### config.mk
export PLATFORM = sky130hd
export DESIGN_NAME = mac_col_feeder
export DESIGN_NICKNAME = d
export VERILOG_FILES = /design/src/rtl/mac_pkg.sv /design/src/rtl/mac_col_feeder.sv
export SDC_FILE = /design/constraint.sdc
export NUM_CORES = 1
export LEC_CHECK = 0
export ABC_AREA = 1
export CAP_MARGIN = 20
export CORE_MARGIN = 2
export CORE_UTILIZATION = 32
export DETAILED_ROUTE_END_ITERATION = 16
export PLACE_DENSITY = 0.62
export SYNTH_ARGS = -nofsm -noshare
export SYNTH_HDL_FRONTEND = slang
export SYNTH_SLANG_ARGS = --single-unit
### constraint.sdc
create_clock -name clk -period 4.2 [get_ports clk]
set_input_delay 0.42 -clock clk [delete_from_list [all_inputs] [get_ports clk]]
set_output_delay 0.42 -clock clk [all_outputs]
set_load 0.01 [all_outputs]
### src/rtl/mac_pkg.sv
`default_nettype none
// ============================================================================
// mac_pkg: widths, sign-magnitude data types and feeder state encoding
// shared by the MAC column and its host-side feeder.
// Revision: 1.0
// ============================================================================
package mac_pkg;

  localparam int A_BITWIDTH = 16;
  localparam int W_BITWIDTH = 8;
  localparam int P_BITWIDTH = 40;

  typedef struct packed {
    logic                  sign;
    logic [A_BITWIDTH-2:0] mag;
  } act_t;

  typedef struct packed {
    logic                  sign;
    logic [W_BITWIDTH-2:0] mag;
  } wgt_t;

  typedef struct packed {
    logic                  sign;
    logic [P_BITWIDTH-2:0] mag;
  } psum_t;

  typedef enum logic [2:0] {
    ST_IDLE  = 3'd0,
    ST_WLOAD = 3'd1,
    ST_WWAIT = 3'd2,
    ST_READY = 3'd3,
    ST_ISSUE = 3'd4,
    ST_DRAIN = 3'd5,
    ST_OUT   = 3'd6
  } feeder_state_e;

endpackage
`default_nettype wire

### src/rtl/mac_col_feeder.sv
`default_nettype none
// ============================================================================
// mac_col_feeder: loads one MAC column's weights, issues skewed activations
// row-by-row and returns the column's partial sum over a valid/ready port.
// Revision: 1.0
// ============================================================================
module mac_col_feeder
  import mac_pkg::*;
#(
  parameter int ROWS    = 3,
  parameter int MAC_LAT = 1
) (
  input  logic                       clk,
  input  logic                       rst,
  input  logic                       wt_valid,
  output logic                       wt_ready,
  input  logic [ROWS*W_BITWIDTH-1:0] wt_data,
  input  logic                       act_valid,
  output logic                       act_ready,
  input  logic [ROWS*A_BITWIDTH-1:0] act_data,
  output logic                       res_valid,
  input  logic                       res_ready,
  output logic [P_BITWIDTH-1:0]      res_data,
  output logic                       W_en,
  output logic [W_BITWIDTH-1:0]      W_in,
  input  logic                       W_ready_last,
  output logic [ROWS-1:0]            A_en,
  output logic [ROWS*A_BITWIDTH-1:0] A_in,
  output logic [P_BITWIDTH-1:0]      P_in,
  input  logic [P_BITWIDTH-1:0]      P_out_last
);

  localparam int CNT_W = $clog2(ROWS + MAC_LAT + 1);
  localparam logic [CNT_W-1:0] CNT_ROWS  = CNT_W'(ROWS);
  localparam logic [CNT_W-1:0] CNT_DRAIN = CNT_W'(ROWS + MAC_LAT);
  localparam logic [CNT_W-1:0] CNT_ONE   = CNT_W'(1);
  localparam int WTOP = ROWS * W_BITWIDTH;

  feeder_state_e               state_q;
  logic [CNT_W-1:0]            cnt_q;
  logic [ROWS*W_BITWIDTH-1:0]  wbuf_q;
  logic                        wt_ready_q;
  logic                        act_ready_q;
  logic                        res_valid_q;
  logic [P_BITWIDTH-1:0]       res_data_q;
  logic                        w_en_q;
  logic [W_BITWIDTH-1:0]       w_in_q;
  logic [ROWS-1:0]             a_en_q;
  logic [ROWS*A_BITWIDTH-1:0]  a_in_q;

  logic wt_hs;
  logic act_hs;
  logic res_hs;

  assign wt_hs  = wt_valid & wt_ready_q;
  assign act_hs = act_valid & act_ready_q;
  assign res_hs = res_valid_q & res_ready;

  // Weights are shifted out from the top slice, so the deepest row goes first.
  always_ff @(posedge clk or posedge rst) begin
    if (rst) begin
      state_q     <= ST_IDLE;
      cnt_q       <= '0;
      wbuf_q      <= '0;
      wt_ready_q  <= 1'b0;
      act_ready_q <= 1'b0;
      res_valid_q <= 1'b0;
      res_data_q  <= '0;
      w_en_q      <= 1'b0;
      w_in_q      <= '0;
      a_en_q      <= '0;
      a_in_q      <= '0;
    end else begin
      unique case (state_q)
        ST_IDLE: begin
          wt_ready_q <= 1'b1;
          if (wt_hs) begin
            wt_ready_q <= 1'b0;
            w_en_q     <= 1'b1;
            w_in_q     <= wt_data[WTOP-1 -: W_BITWIDTH];
            wbuf_q     <= wt_data << W_BITWIDTH;
            cnt_q      <= CNT_ONE;
            state_q    <= ST_WLOAD;
          end
        end
        ST_WLOAD: begin
          if (cnt_q == CNT_ROWS) begin
            w_en_q  <= 1'b0;
            w_in_q  <= '0;
            state_q <= ST_WWAIT;
          end else begin
            w_in_q <= wbuf_q[WTOP-1 -: W_BITWIDTH];
            wbuf_q <= wbuf_q << W_BITWIDTH;
            cnt_q  <= cnt_q + CNT_ONE;
          end
        end
        ST_WWAIT: begin
          if (W_ready_last) begin
            wt_ready_q  <= 1'b1;
            act_ready_q <= 1'b1;
            state_q     <= ST_READY;
          end
        end
        ST_READY: begin
          // An activation beats a concurrent weight; the weight stays pending.
          if (act_hs) begin
            wt_ready_q  <= 1'b0;
            act_ready_q <= 1'b0;
            a_in_q      <= act_data;
            a_en_q      <= ROWS'(1);
            cnt_q       <= CNT_ONE;
            state_q     <= ST_ISSUE;
          end else if (wt_hs) begin
            wt_ready_q  <= 1'b0;
            act_ready_q <= 1'b0;
            w_en_q      <= 1'b1;
            w_in_q      <= wt_data[WTOP-1 -: W_BITWIDTH];
            wbuf_q      <= wt_data << W_BITWIDTH;
            cnt_q       <= CNT_ONE;
            state_q     <= ST_WLOAD;
          end
        end
        ST_ISSUE: begin
          if (cnt_q == CNT_ROWS) begin
            a_en_q  <= '0;
            a_in_q  <= '0;
            cnt_q   <= cnt_q + CNT_ONE;
            state_q <= ST_DRAIN;
          end else begin
            a_en_q <= a_en_q << 1;
            cnt_q  <= cnt_q + CNT_ONE;
          end
        end
        ST_DRAIN: begin
          // The bottom row's sum settles MAC_LAT cycles after its A_en.
          if (cnt_q == CNT_DRAIN) begin
            res_data_q  <= P_out_last;
            res_valid_q <= 1'b1;
            state_q     <= ST_OUT;
          end else begin
            cnt_q <= cnt_q + CNT_ONE;
          end
        end
        ST_OUT: begin
          if (res_hs) begin
            res_valid_q <= 1'b0;
            wt_ready_q  <= 1'b1;
            act_ready_q <= 1'b1;
            state_q     <= ST_READY;
          end
        end
        default: begin
          state_q <= ST_IDLE;
        end
      endcase
    end
  end

  assign wt_ready  = wt_ready_q;
  assign act_ready = act_ready_q;
  assign res_valid = res_valid_q;
  assign res_data  = res_data_q;
  assign W_en      = w_en_q;
  assign W_in      = w_in_q;
  assign A_en      = a_en_q;
  assign A_in      = a_in_q;
  assign P_in      = '0;

endmodule
`default_nettype wire

==> results.md, run 1 <==
- Run status: finished clean
- Routing usage on met3: 0.0730
- Top Usage Layer GRT: met2
- Asr flop ratio synth: 1.00
- Detail Placement HPWL: 10.8 mm
- First-pass GRT wire length: 25.7 mm
- Final core occ: 0.483
- Initial DRC Count: 241
- Synthesized area: 0.00589 mm^2
- Die ar.: 0.0195 mm^2
- Maximum vdd drop: 0.389 mV
- CTS buffer count: 17
- Share of layout cells above drive strength 1: 0.0635
- Synthesized flop and latch total: 125
- Hold buffers post-CTS: 0
- GR Util met1: 0.215
- Top Ports: 261
- DRC violations left: 0
- Antenna violations before repair: 0
- Die height: 140 um
- Largest net degree at the start of global routing: 81
- Synth top area share: 0.531
- Hold Crit Class: input pin to asynchronous set/reset pin
- Max Freq: 448 MHz
- GRT Total Usage: 0.165
- Max clock buf depth: 2
- Most instantiated cells after synthesis: nand2_1, dfrtp_1, nand3_1
- Tightest Pin Transition: 910 ps
- Ant. Diodes: 0
- Width of the chip: 140 um
- Wirelength per Cell: 13.6 um
- RSZ-0062 raised after global routing: false
- Clk_lat worst skew: 410 ps
- YS warnings: 0
- Total Wirelength: 15.9 mm
- Final Max Slew Viols: 0
- Count of cell types in the netlist: 29
- Critical Path AT: 2530 ps
- Main synth FF type: dfrtp_1
- Vias per cell: 4.38
- Routability congestion estimate: 0.805
- Top-count cell post-synth: nand2_1
- Hold Fails Final Rpt: 0
- Site row count: 49
- P per Cell Area: 694 mW/mm^2
- Total gr overflow: 0
- Setup TNS: 0 ps
- CP startpoint kind: register
- Synth Instances: 720
- Layout Skew: 5.70 ps
- H-tree levels: 4
- Max Fanout on Critical Path: 30
- Port buffer count: 220
- Initial core utilization: 0.327
- Synth top area cells: dfrtp_1, nand2_1, nand3_1
- Relative slew margins: 0.391
- Max-cap viol count: 0
- Synth area leader: dfrtp_1
- CTS Sinks: 125
- Tcrit/Tclk final: 0.531
- CTS tree: built
- Final Setup Violations: 0
- Worst path required time: 4500 ps
- Core Region: 0.0180 mm^2
- Final #Nets: 1053
- Clock-pin slew on the worst setup and hold paths: 60 ps
- WS Path Type: register to register
- DRT antenna net count: 0
- CP endpoint kind: register
- Synth-to-layout area growth: 47.8%
- R2r setup slk: 1970 ps
- Avg Inst Size Synth: 8.18 um^2
- Post-cts sizing count: 0
- Post-synth EDFFs: 0
- Post-CTS Setup Bufs: 0
- Sequential area share after synthesis: 0.531
- Leak Pwr: 4.27 nW
- Clk root buf: clkbuf_16
- Crit path time final: 2230 ps
- Pre-antenna DRT Iters: 4
- Vias in the first global route: 4985
- Via count: 5138
- Met2 usage: 0.251
- R2r worst-path depth: 6
report_power, final:
| part | total, mW | leakage, nW | internal, mW | switching, mW |
|---|---|---|---|---|
| combinational | 2.52 | 2.53 | 1.20 | 1.32 |
| sequential | 2.03 | 1.45 | 1.71 | 0.319 |
| clock | 1.50 | 0.294 | 0.965 | 0.537 |
| total | 6.05 | 4.27 | 3.87 | 2.18 |
logic make-up after synthesis:
kind of cell,Yosys count,synth area share
simple gates,482,0.348
flops,125,0.531
buf+inv,95,0.100
compound gates,14,0.0140
fa+ha+maj,3,0.00637
other cells,1,0.000637
state kept, by name, summed over array words and instances (netlist names):
signal / flops
A_in: 48
wt_ready: 1
state_q: 3
wbuf_q: 16
W_en: 1
cnt_q: 3
W_in: 8
res_valid: 1
res_data: 40
A_en: 3
act_ready: 1
final timing paths:
| kind | start | to |
|---|---|---|
| min | rst | A_in[32] |
| max in group asynchronous | rst | res_data[13] |
| max reg2reg | state_q[1] | wbuf_q[19] |
| max | state_q[1] | wbuf_q[19] |
| min reg2reg | res_data[25] | res_data[25] |
| min in group clk | res_data[25] | res_data[25] |
worst max-delay path, stage by stage, from the launching register on:
cell and delay (ps):
dfrtp_1 540, inv_2 290, nand3_4 360, a21oi_4 540
nand2_4 210, nand2_1 120, nand2_1 50
per-layer routing:
metal	part of all wire	vias to the layer above
li1	-	2585
met1	0.45	2345
met2	0.45	198
met3	0.093	10
met4	0.0091	0
met5	0	-
through the flow:
step                instance area (um^2)  total power [mW]  hold slack [ps]  std cells  worst slack (ps)
floorplan                           6040              3.44              442        759               452
global placement                    8080              4.55              452       1141              1880
detailed placement                  8080              4.58              457       1141              1850
CTS                                 8680              6.13              471       1173              1950
global route                        8710              6.52              285       1174              1800
finish                              8710              6.05              269       1174              1970
final cells by class:
type / count / area [um^2]
flip-flops and latches: 125 / 3130
clock buffers: 22 / 464
well taps: 229 / 287
clock inverters: 10 / 139
fillers: 1750 / 9320
multi-input cells: 539 / 2320
repair buffers: 226 / 2280
inverters: 23 / 91.3
cells in the final DEF (no fill, tap or decap), drive strengths merged:
| master | netlist | routed |
|---|---|---|
| nand4 | 2 | 2 |
| dfrtp | 125 | 125 |
| nand3b | 8 | 8 |
| clkdlybuf4s50 | 0 | 220 |
| conb | 1 | 40 |
| clkinv | 1 | 7 |
| nand2 | 379 | 379 |
| clkinvlp | 0 | 1 |
| a21oi | 5 | 5 |
| o21ai | 8 | 8 |
| nor2 | 18 | 18 |
| buf | 63 | 6 |
| nor3 | 1 | 1 |
| ha | 3 | 3 |
| nand3 | 74 | 74 |
| o22ai | 1 | 1 |
| clkbuf | 9 | 22 |
| inv | 22 | 22 |
| bufinv | 0 | 3 |
(Power assumes the default switching activity.)
==> run 2: changes to the inputs <==
Clock period 4.2 ns to 2.34 ns, I/O delays scaled along.
==> run 2 against run 1 <==
  * Sequential power is 79% higher
  * Critical path depth unchanged
  * Sequential share of layout area is 0.16 points lower
  * Maximum frequency increased by 28%
  * Cell area increased by 0.46%
  * Critical path type unchanged
  * Worst setup slack got worse by 1400 ps
  * Die area unchanged
  * First-iteration DRC count is 18% lower
  * Count of clock-buffer cells in the layout is 1 higher
  * Via count about the same
  * Highest routed layer unchanged
  * Combinational power rose by 81%
==> results.md, run 2 (synthesis gave the netlist of run 1 again) <==
- Die height: 140 um (unchanged)
- Post-CTS Setup Bufs: 0 (unchanged)
- Finished layout cell area: 0.00875 mm^2 (+0.46%)
- Antenna violations before repair: 0 (unchanged)
- Synth-to-layout area growth: 48.5%
- Layout Cells excl Fill: 1176 (+0.17%)
- First-pass GRT wire length: 26.0 mm (+0.91%)
- WS Path Type: register to register
- Vias per cell: 4.37 (about the same)
- CP startpoint: state_q[2]
- Width of the chip: 140 um (unchanged)
- Max-cap viol count: 0 (unchanged)
- Most common cell after layout, fill and taps aside: nand2_1
- Detail Placement HPWL: 11.2 mm (+3.6%)
- Commonest non-fill, non-tap cells in the layout: nand2_1, clkdlybuf4s50_1, dfrtp_1
- Run status: finished clean
- Max clock buf depth: 2 (unchanged)
- RSZ-0062 raised after global routing: false
- Hold Crit Class: input pin to asynchronous set/reset pin
- Vias in the first global route: 5045 (+1.2%)
- CP startpoint kind: register
- Top Ports: 261 (unchanged)
- Max Fanout on Critical Path: 41 (+37%)
- FF-to-FF End: res_data[28]
- Hold buffers post-CTS: 0 (unchanged)
- Routability congestion estimate: 0.860 (+6.8%)
- Hold Fails Final Rpt: 0 (unchanged)
- DP Cell Count: 1147 (+0.53%)
- P per Cell Area: 1230 mW/mm^2 (+78%)
- Leak Pwr: 4.29 nW (+0.33%)
- Clk_lat worst skew: 420 ps (about the same)
- Routed wl met3: 1.55 mm (+4.4%)
- Maximum vdd drop: 0.565 mV (+45%)
- Final Setup Violations: 0 (unchanged)
- Crit path time final: 1750 ps (-486 ps)
- Logic gate share of total power: 0.423 (+0.007)
- CTS buffer count: 17 (unchanged)
- Port buffer count: 220 (unchanged)
- Routed wl met2: 7.20 mm (+1.2%)
- Site row count: 49 (unchanged)
- Total gr overflow: 0 (unchanged)
- Critical Path AT: 2050 ps (-480 ps)
- Final core occ: 0.485 (+0.00222)
- Wirelength per Cell: 13.5 um (-0.28%)
- Pre-antenna DRT Iters: 4 (unchanged)
- Via count: 5143 (+0.097%)
- Initial DRC Count: 198 (-18%)
- NetSw: 3.86 mW (+77%)
- R2r setup slk: 590 ps (-1370 ps)
- Initial core utilization: 0.327 (unchanged)
- Relative slew margins: 0.664 (+0.272)
- Dpl ws: 544 ps (-1300 ps)
- Share of layout cells above drive strength 1: 0.0665 (+0.00303)
- Ant. Diodes: 0 (unchanged)
- Total Wirelength: 15.9 mm (-0.11%)
- DRC violations left: 0 (unchanged)
- DRT antenna net count: 0 (unchanged)
- Clk root buf: clkbuf_16
- Core Region: 0.0180 mm^2 (unchanged)
- CP endpoint kind: register
- Largest register FFs: 48 (unchanged)
- H-tree levels: 4 (unchanged)
- Clock-pin slew on the worst setup and hold paths: 50 ps (about the same)
- R2r worst-path depth: 6 (unchanged)
- Sw frac: 0.357 (-0.00248)
- Largest net degree at the start of global routing: 52 (-36%)
- Tcrit/Tclk final: 0.746 (+0.215)
- Clock share of power: 0.239 (-0.009)
- Final worst slack: 594 ps (-1370 ps)
- Tightest Pin Transition: 505 ps (-405 ps)
- Max Freq: 573 MHz (+28%)
- Min Hold Slack: 178 ps (-90.5 ps)
- FF-to-FF Start: state_q[2]
- Critical path endpoint: res_data[28]
- Worst path required time: 2640 ps (-1860 ps)
- Placement Cell Area: 0.00817 mm^2 (+1.2%)
- CTS Sinks: 125 (unchanged)
- GRT Total Usage: 0.167 (+0.00149)
- Total power: 10.8 mW (+79%)
- CTS tree: built
- Final Max Slew Viols: 0 (unchanged)
- Final #Nets: 1058 (+0.47%)
- Post-cts sizing count: 0 (unchanged)
- Internal power: 6.94 mW (+79%)
- Seq pwr share: 0.337 (about the same)
- WL met1: 6.95 mm (-3.0%)
- Setup TNS: 0 ps (unchanged)
- Top Layer Used: met4
- Die ar.: 0.0195 mm^2 (unchanged)
- Layout Skew: 12.4 ps (+6.70 ps)
==> run 2: cell types whose count changed in the layout (fill, tap and decap cells not counted), sizes merged <==
cell      previous run  this run
bufinv               3         2
clkinvlp             1         2
clkbuf              22        23
buf                  6        11
inv                 22        21
clkinv               7         4
==> run 2: layer usage <==
metal	vias to the layer above	GRT usage
li1	2594	-
met1	2342	0.212
met2	193	0.256
met3	14	0.0733
met4	0	0.0526
met5	-	0
==> run 2: layout make-up <==
type                       count  area [um^2]
clock buffer                  23          488
clock inverter                 6         86.3
fill                        1787         9280
inverter                      23         92.6
multi-input combinational    539         2320
sequential                   125         3130
tap                          229          287
timing repair buffer         231         2350
==> run 2: power groups by stage <==
| stage | combinational [mW] | sequential [mW] | clock (mW) |
|---|---|---|---|
| 2_1_floorplan | 2.29 | 3.88 | 0 |
| 3_3_place_gp | 4.59 | 3.63 | 0 |
| 3_5_place_dp | 4.61 | 3.67 | 0 |
| 4_1_cts | 4.65 | 3.66 | 2.66 |
| 5_1_grt | 5.13 | 3.78 | 2.75 |
| 6_report | 4.57 | 3.64 | 2.59 |
==> run 2: how the worst min path moves through the flow <==
stage	startpoint	to	slack, ps
floorplan	act_data[0]	A_in[0]	350
global route	rst	A_in[1]	190
global placement	A_in[47]	A_in[47]	450
CTS	rst	A_in[0]	180
finish	rst	A_in[1]	180
detailed placement	A_in[35]	A_in[35]	460
==> run 2: critical path, stage by stage (launching register included) <==
cell and delay (ps):
dfrtp_1 650, nand2_1 150, nor2_2 260, nand2_1 110, buf_4 290, nand2_1 100
nand2_1 60
